$ cat src/rtl/knn_scan_if.sv
`default_nettype none
// ============================================================================
// Module      : knn_scan_if
// Description : Handshake and bus bundle between the kNN scan controller,
//               vertex memory, distance datapath and the starting top level.
// Revision    : 1.0 - initial release
// ============================================================================
interface knn_scan_if #(
    parameter int DIM    = 2,
    parameter int DATA_W = 16,
    parameter int ADDR_W = 7
);
    localparam int DIST_W = 2*DATA_W + $clog2(DIM);

    logic                    start_in;
    logic [DIM*DATA_W-1:0]   query_in;
    logic                    mem_rd_out;
    logic [ADDR_W-1:0]       mem_addr_out;
    logic [DATA_W-1:0]       mem_data_in;
    logic                    dp_valid_out;
    logic [DATA_W-1:0]       dp_vertex_out;
    logic [DATA_W-1:0]       dp_query_out;
    logic                    dp_valid_in;
    logic [2*DATA_W-1:0]     dp_result_in;
    logic                    busy_out;
    logic                    done_out;
    logic [ADDR_W-1:0]       best_idx_out;
    logic [DIST_W-1:0]       best_dist_out;

    modport slave (
        input  start_in, query_in, mem_data_in, dp_valid_in, dp_result_in,
        output mem_rd_out, mem_addr_out, dp_valid_out, dp_vertex_out,
               dp_query_out, busy_out, done_out, best_idx_out, best_dist_out
    );

    modport master (
        output start_in, query_in, mem_data_in, dp_valid_in, dp_result_in,
        input  mem_rd_out, mem_addr_out, dp_valid_out, dp_vertex_out,
               dp_query_out, busy_out, done_out, best_idx_out, best_dist_out
    );
endinterface
`default_nettype wire

$ cat src/rtl/knn_scan_controller.sv
`default_nettype none
// ============================================================================
// Module      : knn_scan_controller
// Description : Streams every vertex element through the distance datapath,
//               sums per-vertex terms and tracks the nearest vertex.
// Revision    : 1.0 - initial release
// ============================================================================
module knn_scan_controller #(
    parameter int DIM          = 2,
    parameter int NUM_VERTICES = 64,
    parameter int DATA_W       = 16,
    parameter int ADDR_W       = 7,
    parameter int MEM_LAT      = 2
) (
    input  logic      clk_in,
    input  logic      rst_in,
    knn_scan_if.slave bus
);
    localparam int DIST_W = 2*DATA_W + $clog2(DIM);
    localparam int D_W    = (DIM > 1) ? $clog2(DIM) : 1;
    localparam int VCNT_W = $clog2(NUM_VERTICES + 1);

    localparam logic [ADDR_W-1:0] c_last_addr = ADDR_W'(NUM_VERTICES*DIM - 1);
    localparam logic [D_W-1:0]    c_last_d    = D_W'(DIM - 1);
    localparam logic [VCNT_W-1:0] c_num_vert  = VCNT_W'(NUM_VERTICES);
    localparam logic [VCNT_W-1:0] c_last_vert = VCNT_W'(NUM_VERTICES - 1);

    typedef enum logic [1:0] {
        S_IDLE  = 2'd0,
        S_ISSUE = 2'd1,
        S_DRAIN = 2'd2,
        S_DONE  = 2'd3
    } state_t;

    state_t              r_state;
    logic                r_mem_rd;
    logic [ADDR_W-1:0]   r_addr;
    logic [D_W-1:0]      r_issue_d;
    logic [MEM_LAT-1:0]  r_pipe_vld;
    logic [D_W-1:0]      r_pipe_d [MEM_LAT];
    logic [DATA_W-1:0]   r_query  [DIM];
    logic [DIST_W-1:0]   r_acc;
    logic [DIST_W-1:0]   r_best_dist;
    logic [ADDR_W-1:0]   r_best_idx;
    logic [D_W-1:0]      r_term_cnt;
    logic [VCNT_W-1:0]   r_vcnt;
    logic                r_busy;
    logic                r_done;

    logic                w_accept;
    logic                w_vertex_end;
    logic [DIST_W-1:0]   w_sum;
    logic                w_tail_vld;
    logic [D_W-1:0]      w_tail_d;

    assign w_accept     = bus.dp_valid_in && (r_state == S_ISSUE || r_state == S_DRAIN);
    assign w_vertex_end = w_accept && (r_term_cnt == c_last_d);
    assign w_sum        = r_acc + DIST_W'(bus.dp_result_in);
    assign w_tail_vld   = r_pipe_vld[MEM_LAT-1];
    assign w_tail_d     = r_pipe_d[MEM_LAT-1];

    // Pairing is combinational off the tracking tail so the pair lines up with mem_data_in.
    assign bus.dp_valid_out  = w_tail_vld;
    assign bus.dp_vertex_out = w_tail_vld ? bus.mem_data_in : '0;
    assign bus.dp_query_out  = w_tail_vld ? r_query[w_tail_d] : '0;

    assign bus.mem_rd_out    = r_mem_rd;
    assign bus.mem_addr_out  = r_addr;
    assign bus.busy_out      = r_busy;
    assign bus.done_out      = r_done;
    assign bus.best_idx_out  = r_best_idx;
    assign bus.best_dist_out = r_best_dist;

    always_ff @(posedge clk_in) begin
        if (rst_in) begin
            r_state     <= S_IDLE;
            r_mem_rd    <= 1'b0;
            r_addr      <= '0;
            r_issue_d   <= '0;
            r_pipe_vld  <= '0;
            r_acc       <= '0;
            r_best_dist <= '1;
            r_best_idx  <= '0;
            r_term_cnt  <= '0;
            r_vcnt      <= '0;
            r_busy      <= 1'b0;
            r_done      <= 1'b0;
            for (int i = 0; i < MEM_LAT; i++) r_pipe_d[i] <= '0;
            for (int d = 0; d < DIM; d++)     r_query[d]  <= '0;
        end else begin
            r_pipe_vld[0] <= r_mem_rd;
            r_pipe_d[0]   <= r_issue_d;
            for (int i = 1; i < MEM_LAT; i++) begin
                r_pipe_vld[i] <= r_pipe_vld[i-1];
                r_pipe_d[i]   <= r_pipe_d[i-1];
            end

            case (r_state)
                S_IDLE: begin
                    if (bus.start_in) begin
                        for (int d = 0; d < DIM; d++)
                            r_query[d] <= bus.query_in[d*DATA_W +: DATA_W];
                        r_addr      <= '0;
                        r_issue_d   <= '0;
                        r_acc       <= '0;
                        r_term_cnt  <= '0;
                        r_vcnt      <= '0;
                        r_best_dist <= '1;
                        r_best_idx  <= '0;
                        r_mem_rd    <= 1'b1;
                        r_busy      <= 1'b1;
                        r_state     <= S_ISSUE;
                    end
                end
                S_ISSUE: begin
                    r_issue_d <= (r_issue_d == c_last_d) ? '0 : r_issue_d + 1'b1;
                    if (r_addr == c_last_addr) begin
                        r_addr   <= '0;
                        r_mem_rd <= 1'b0;
                        r_state  <= S_DRAIN;
                    end else begin
                        r_addr <= r_addr + 1'b1;
                    end
                end
                S_DRAIN: begin
                    // The last vertex may complete in this very cycle.
                    if (r_vcnt == c_num_vert || (w_vertex_end && r_vcnt == c_last_vert)) begin
                        r_busy  <= 1'b0;
                        r_done  <= 1'b1;
                        r_state <= S_DONE;
                    end
                end
                default: begin
                    r_done  <= 1'b0;
                    r_state <= S_IDLE;
                end
            endcase

            if (w_accept) begin
                if (w_vertex_end) begin
                    // Strict compare keeps the lowest index on ties.
                    if (w_sum < r_best_dist) begin
                        r_best_dist <= w_sum;
                        r_best_idx  <= ADDR_W'(r_vcnt);
                    end
                    r_acc      <= '0;
                    r_term_cnt <= '0;
                    r_vcnt     <= r_vcnt + 1'b1;
                end else begin
                    r_acc      <= w_sum;
                    r_term_cnt <= r_term_cnt + 1'b1;
                end
            end
        end
    end
endmodule
`default_nettype wire

$ cat src/flat_wrapper.sv
// flat-port wrapper written by rule: the top's interface ports become plain ports
module knn_scan_controller_flat 
#(
    parameter int DIM          = 2,
    parameter int NUM_VERTICES = 64,
    parameter int DATA_W       = 16,
    parameter int ADDR_W       = 7,
    parameter int MEM_LAT      = 2
)
  (clk_in, rst_in, bus_start_in, bus_query_in, bus_mem_data_in, bus_dp_valid_in, bus_dp_result_in, bus_mem_rd_out, bus_mem_addr_out, bus_dp_valid_out, bus_dp_vertex_out, bus_dp_query_out, bus_busy_out, bus_done_out, bus_best_idx_out, bus_best_dist_out);
  knn_scan_if #(.DIM(DIM), .DATA_W(DATA_W), .ADDR_W(ADDR_W)) bus_i ();
  input  logic clk_in;
  input  logic rst_in;
  input wire logic [$bits(bus_i.start_in)-1:0] bus_start_in;
  input wire logic [$bits(bus_i.query_in)-1:0] bus_query_in;
  input wire logic [$bits(bus_i.mem_data_in)-1:0] bus_mem_data_in;
  input wire logic [$bits(bus_i.dp_valid_in)-1:0] bus_dp_valid_in;
  input wire logic [$bits(bus_i.dp_result_in)-1:0] bus_dp_result_in;
  output wire logic [$bits(bus_i.mem_rd_out)-1:0] bus_mem_rd_out;
  output wire logic [$bits(bus_i.mem_addr_out)-1:0] bus_mem_addr_out;
  output wire logic [$bits(bus_i.dp_valid_out)-1:0] bus_dp_valid_out;
  output wire logic [$bits(bus_i.dp_vertex_out)-1:0] bus_dp_vertex_out;
  output wire logic [$bits(bus_i.dp_query_out)-1:0] bus_dp_query_out;
  output wire logic [$bits(bus_i.busy_out)-1:0] bus_busy_out;
  output wire logic [$bits(bus_i.done_out)-1:0] bus_done_out;
  output wire logic [$bits(bus_i.best_idx_out)-1:0] bus_best_idx_out;
  output wire logic [$bits(bus_i.best_dist_out)-1:0] bus_best_dist_out;
  assign bus_i.start_in = bus_start_in;
  assign bus_i.query_in = bus_query_in;
  assign bus_i.mem_data_in = bus_mem_data_in;
  assign bus_i.dp_valid_in = bus_dp_valid_in;
  assign bus_i.dp_result_in = bus_dp_result_in;
  assign bus_mem_rd_out = bus_i.mem_rd_out;
  assign bus_mem_addr_out = bus_i.mem_addr_out;
  assign bus_dp_valid_out = bus_i.dp_valid_out;
  assign bus_dp_vertex_out = bus_i.dp_vertex_out;
  assign bus_dp_query_out = bus_i.dp_query_out;
  assign bus_busy_out = bus_i.busy_out;
  assign bus_done_out = bus_i.done_out;
  assign bus_best_idx_out = bus_i.best_idx_out;
  assign bus_best_dist_out = bus_i.best_dist_out;
  knn_scan_controller #(.DIM(DIM), .NUM_VERTICES(NUM_VERTICES), .DATA_W(DATA_W), .ADDR_W(ADDR_W), .MEM_LAT(MEM_LAT)) u_core (.clk_in(clk_in), .rst_in(rst_in), .bus(bus_i));
endmodule
$ cat config.mk
export PLATFORM = sky130hd
export DESIGN_NAME = knn_scan_controller_flat
export DESIGN_NICKNAME = d
export VERILOG_FILES = /design/src/rtl/knn_scan_if.sv /design/src/rtl/knn_scan_controller.sv /design/src/flat_wrapper.sv
export SDC_FILE = /design/constraint.sdc
export NUM_CORES = 1
export LEC_CHECK = 0
export BUFFER_PORTS_ARGS = -buffer_cell sky130_fd_sc_hd__buf_2
export CAP_MARGIN = 20
export CORE_MARGIN = 5
export CORE_UTILIZATION = 45
export CTS_CLUSTER_DIAMETER = 50
export DETAILED_ROUTE_END_ITERATION = 8
export MAX_ROUTING_LAYER = met4
export PLACE_DENSITY = 0.71
export SLEW_MARGIN = 40
export SYNTH_ARGS = -nofsm -noshare
export SYNTH_HDL_FRONTEND = slang
export SYNTH_SLANG_ARGS = --single-unit
$ cat constraint.sdc
create_clock -name clk_in -period 15.1 [get_ports clk_in]
set_input_delay 3.02 -clock clk_in [delete_from_list [all_inputs] [get_ports clk_in]]
set_output_delay 3.02 -clock clk_in [all_outputs]
set_load 0.03 [all_outputs]
# Yosys cells after proc, flatten, opt, wreduce, memory -nomap -nowiden
# Memories as Yosys holds them, arrays and structs flattened.
# Index checks and enable logic that the tools add are counted.
[totals] ff_bits=96 romBits=0 ramBits=34 latch_bits=0 n_memories=2 wordCells=101 out_inout_bits=83
[op_classes] magnitude_cmp=1 reduce_logical=17 bitwise_logic=5 n_shift=0 mul=0 add_sub_neg=5 eq_ne=8 n_mux=51 div=0
[memory_table] name="u_core.r_query" depth=2 width=16 read_ports=1 rd_ports_with_merged_regs=0 write_ports=2 line_no="knn_scan_controller.sv:41" source="logic [DATA_W-1:0] r_query [DIM];"
[memory_table] name="u_core.r_pipe_d" depth=2 width=1 read_ports=2 rd_ports_with_merged_regs=0 write_ports=2 line_no="knn_scan_controller.sv:40" source="logic [D_W-1:0] r_pipe_d [MEM_LAT];"
[op_table] cell="two-way mux 33 bit" n=9
[op_table] cell="two-way mux 7 bit" n=11
[op_table] cell="two-way mux 16 bit" n=4
[op_table] cell="adder 33 x 32 -> 33 bit" n=1
[op_table] cell="less-than comparator 33 bit" n=1
[op_table] cell="two-way mux 1 bit" n=18
[op_table] cell="adder 7 x 1 -> 7 bit, second input constant" n=2
[op_table] cell="== test 7 bit, second input constant" n=2
[op_table] cell="one-hot mux 7 bit (2 select lines)" n=1
[op_table] cell="AND reduction 3 bit" n=3
[op_table] cell="one-hot mux 1 bit (2 select lines)" n=4
[op_table] cell="nonzero test 2 bit" n=4
[op_table] cell="== test 7 x 6 -> 1 bit, second input constant" n=1
[op_table] cell="two-way mux 2 bit" n=3
[op_table] cell="inequality test 2 bit, second input constant" n=3
[op_table] cell="one-hot mux 2 bit (3 select lines)" n=1
[op_table] cell="AND reduction 2 bit" n=3
[op_table] cell="bitwise OR 1 bit" n=4
[op_table] cell="logical AND 1 bit" n=3
[op_table] cell="adder 1 bit, second input constant" n=2
[op_table] cell="== test 2 x 1 -> 1 bit, second input constant" n=1
[op_table] cell="== test 2 bit, second input constant" n=1
[op_table] cell="zero test 2 bit" n=1
[op_table] cell="logical OR 1 bit" n=2
[op_table] cell="2 further kinds" n=2

# Longest topological paths before layout
[logic_depth] depth_word=8 depth_mapped=22

# Worst setup path after synthesis
# OpenSTA, ideal clock, no wires.
[synth_path] kind="input port to flip-flop" startpoint="input bus_dp_result_in[0]" endpoint="register u_core.r_best_dist[30] (netlist: u_core.bus.best_dist_out[30])" path_stages=21 t_required_ns=14.980 slack_ns=7.823 t_arrival_ns=7.157 path_buffers=2 path_cell_list="ha_1 fa_1 a21o_1 a21oi_2 o21ai_2 a32oi_2 a2111oi_2 or3_1 o221ai_2 xnor2_1 ha_1 nand4_1 nor2_1 nand2_1 or2_2 o41ai_1 or2_2 clkbuf_1 clkbuf_1 nand4_1 o31a_1"
[synth_via] elab_chain_cells=5
[synth_rtl] element="start, declared" line_no="flat_wrapper.sv:18" source="input wire logic [$bits(bus_i.dp_result_in)-1:0] bus_dp_result_in;"
[synth_rtl] element="adder 33 x 32 -> 33 bit *" line_no="knn_scan_controller.sv:58" source="assign w_sum = r_acc + DIST_W'(bus.dp_result_in);"
[synth_rtl] element="less-than comparator 33 bit" line_no="knn_scan_controller.sv:142" source="if (w_sum < r_best_dist) begin"
[synth_rtl] element="two-way mux 33 bit *" line_no="knn_scan_controller.sv:142"
[synth_rtl] element="two-way mux 33 bit *" line_no="knn_scan_controller.sv:140" source="if (w_vertex_end) begin"
[synth_rtl] element="two-way mux 33 bit *" line_no="knn_scan_controller.sv:139" source="if (w_accept) begin"
[synth_rtl] element="end signal, assigned" line_no="knn_scan_controller.sv:143" source="r_best_dist <= w_sum;"
[synth_rtl] element="end, declared" line_no="knn_scan_controller.sv:43" source="logic [DIST_W-1:0] r_best_dist;"
# Every way passes the cells marked *; elsewhere a longest branch is shown, timed or not.
# A chain may end at the register's enable or synchronous reset.

# Final worst setup path
# Same ends and word-level chain as after synthesis.

==> metrics.yaml <==
setup_viol: 0
hold_buffers: 0
p_leak_nw: 4.601
ys_ff_latch: 130
worst_pin_slew_ns: 0.7138
first_pass_iters: 4
maxSlewViolCount: 0
cts_made_buffers: 17
wl_um: 20570
reg2regPathDepth: 19
rsz0062_at_grt: "no"
crit_path_start_kind: "input pin"
status: "completed"
io_buffers: 166
clkSlewWorstSetupHoldPaths_ns: 0.06
synth_cell_types: 64
cp.arrival_ns: 7.73
synth_top_area_share_pct: 25.08
ctsResizeCount: 0
async_reset_ff_share_pct: 0
hp-class: "reg2reg"
path_delay_family: "compound AO/OA/AOI/OAI gates"
fin_nets: 1200
cts_tree: "done"
yosys.area.top_type: "dfxtp_1"
cp_cell_sequence: "buf_2, ha_1, fa_1, a21o_1, a21oi_2, o21ai_2, a32oi_2, a2111oi_2, or3_1, o221ai_2, xnor2_1, ha_1, nand4_1, nor2_1, nand2_1, or2_2, o41ai_1, or2_4, nand4_1, o31a_1"
p_per_area_nw_per_um2: 148.2
clk_latency_ns: 0.42
fin_skew_ns: 0.009046
cpPeakStageDelay_ns: 0.52
syn_avg_cell_area_um2: 8.682
wl_per_cell_um: 16.03
antenna_found_initial: 0
htreeDepth: 4
setup.worst_path.class: "in2reg"
dp_hpwl_um: 14960
dieArea_um2: 20120
synthTopCellsByCount: "nor2_1 (99), dfxtp_1 (98), ha_1 (70), a21oi_1 (54), o21ai_0 (48)"
irDropWorstVdd_uv: 76.68
end_kind: "register"
ant_nets: 0
crit_fanout: 40
die_h_um: 141.8
hold_viol_final: 0
hold_path_depth: 1
cp.required_ns: 15.41
yosys_warnings: 0
cts-root-buf: "clkbuf_16"
synth-edff-count: 32
drtIter0Drc: 267
synthCells: 901
initial_core_util_pct: 45.54
timing.hold.ws_ns: 0.4420
fill_cells: 1626
syn_area_um2: 7823
core_area_um2: 17180
grt_pass1_vias: 6726
period_share_pct: 49.18
rows: 48
route.detailed.drc: 0
slew_headroom_pct: 52.41
drive_above_1_share_pct: 21.83
vias: 7072
ys_seq_area_share_pct: 37.36
ys.flop_type: "dfxtp_1"
drv_cap: 0
track_usage_pct: 21.09
postCtsSetupBuffers: 0
boundaryPins: 167
final.setup.tns_ns: 0
grt_max_degree: 71
p_total_mw: 1.397
grt.overflow.total: 0
critical_path_buf_inv_count: 1
fmax_mhz: 134.7
multiInputGateArea_um2: 4558
clock_sinks: 130
gp_congestion: 0.9276
viasPerCell: 5.512
grt_pass1_wl_um: 33550
die_x_um: 141.8
slowest_stage: "or2_4"
yosysMostFrequentCell: "nor2_1"
area_growth_pct: 20.51
diodes: 0
period_needed_ns: 7.426
critical_path_depth: 20
clk_path_buf_depth: 2
synthTopCellsByArea: "dfxtp_1 (25%), edfxtp_1 (12%), ha_1 (11%)"
synthesis.nets: 1056
regArea_um2: 2925
## placed cells by master, fill, tap and decap left out, types with 9 or more instances in the layout
cell type,instances
buf_2,166
a22oi_1,27
nand2_1,46
a21o_1,29
nor3_1,38
ha_1,70
and3_1,43
dfxtp_1,96
nand4_1,9
nand3_1,28
o21ai_0,48
nor2b_1,25
mux2i_1,18
a21oi_1,53
edfxtp_1,32
xnor2_1,20
xor2_1,11
clkbuf_16,18
and2_1,20
inv_1,45
nor2_1,97
## worst reg2reg max path: cells and delay by family (launching register included)
family                   cells  cell delay [ns]
AO/OA/AOI/OAI                8             1.81
AND/OR/NAND/NOR              7             1.72
adder cells (fa/ha/maj)      3             0.96
flip-flops                   1             0.31
XOR/XNOR                     1             0.13
## area by class of cell
cell class | instances | share of cell area (%)
Clock inverter | 13 | 1.606
Tap cell | 225 | 2.986
Timing Repair Buffer | 173 | 9.371
Sequential cell | 130 | 31.03
Clock buffer | 19 | 4.818
Multi-Input combinational cell | 677 | 48.35
Inverter | 46 | 1.832
## routing by layer
layer	vias to the layer above	global-route usage (%)	part of all wire, %	wire length (um)
li1	3534	-	-	-
met3	18	5.494	7.1	1458
met1	3302	26.66	45	9320
met2	218	34.47	46	9557
met4	0	4.040	1.1	233
met5	-	-	0	0
## through the flow
step	setup WS, ns	std cells	area (um2)	utilization (%)
finish	7.674	1283	9427	54.88
global route	7.287	1283	9427	54.88
CTS	7.457	1283	9423	54.86
detailed placement	7.017	1251	8817	51.33
global placement	7.151	1251	8816	51.33
floorplan	7.823	901	7823	-
## report_power, final
part           internal (mW)  switching [mW]  leakage (nW)  total [mW]
clock network          0.255           0.162         0.282       0.417
logic                  0.191           0.342          3.18       0.532
registers              0.418          0.0302          1.14       0.448
## state kept, by name (all words and copies together) (netlist names)
signal                    count
u_core.bus.best_dist_out     33
u_core.r_acc                 33
u_core.r_query               32
u_core.bus.best_idx_out       7
u_core.bus.mem_addr_out       7
u_core.r_vcnt                 7
u_core.r_pipe_d               2
u_core.r_pipe_vld             2
u_core.r_state                2
u_core.bus.busy_out           1
u_core.bus.done_out           1
u_core.bus.mem_rd_out         1
u_core.r_issue_d              1
u_core.r_term_cnt             1
## final timing paths
kind                                     from                                      end  slack, ns
max reg2reg      u_core.r_acc[0]$_SDFFE_PP0P_  u_core.bus.best_dist_out[30]$_SDFF_PP1_      10.07
max                       bus_dp_result_in[0]  u_core.bus.best_dist_out[30]$_SDFF_PP1_       7.67
min reg2reg  u_core.r_pipe_d[0][0]$_SDFF_PP0_         u_core.r_pipe_d[0][1]$_SDFF_PP0_       0.44
min          u_core.r_pipe_d[0][0]$_SDFF_PP0_         u_core.r_pipe_d[0][1]$_SDFF_PP0_       0.44
## cells by family after synthesis
group / after synthesis / synth area share (%)
buf+inv: 94 / 4.527
compound gates: 220 / 19.19
simple gates: 333 / 21.11
flops: 130 / 37.36
xor+xnor: 31 / 3.471
fa+ha+maj: 71 / 11.45
mux: 22 / 2.879
No activity file was read; power rests on OpenSTA's default activity.
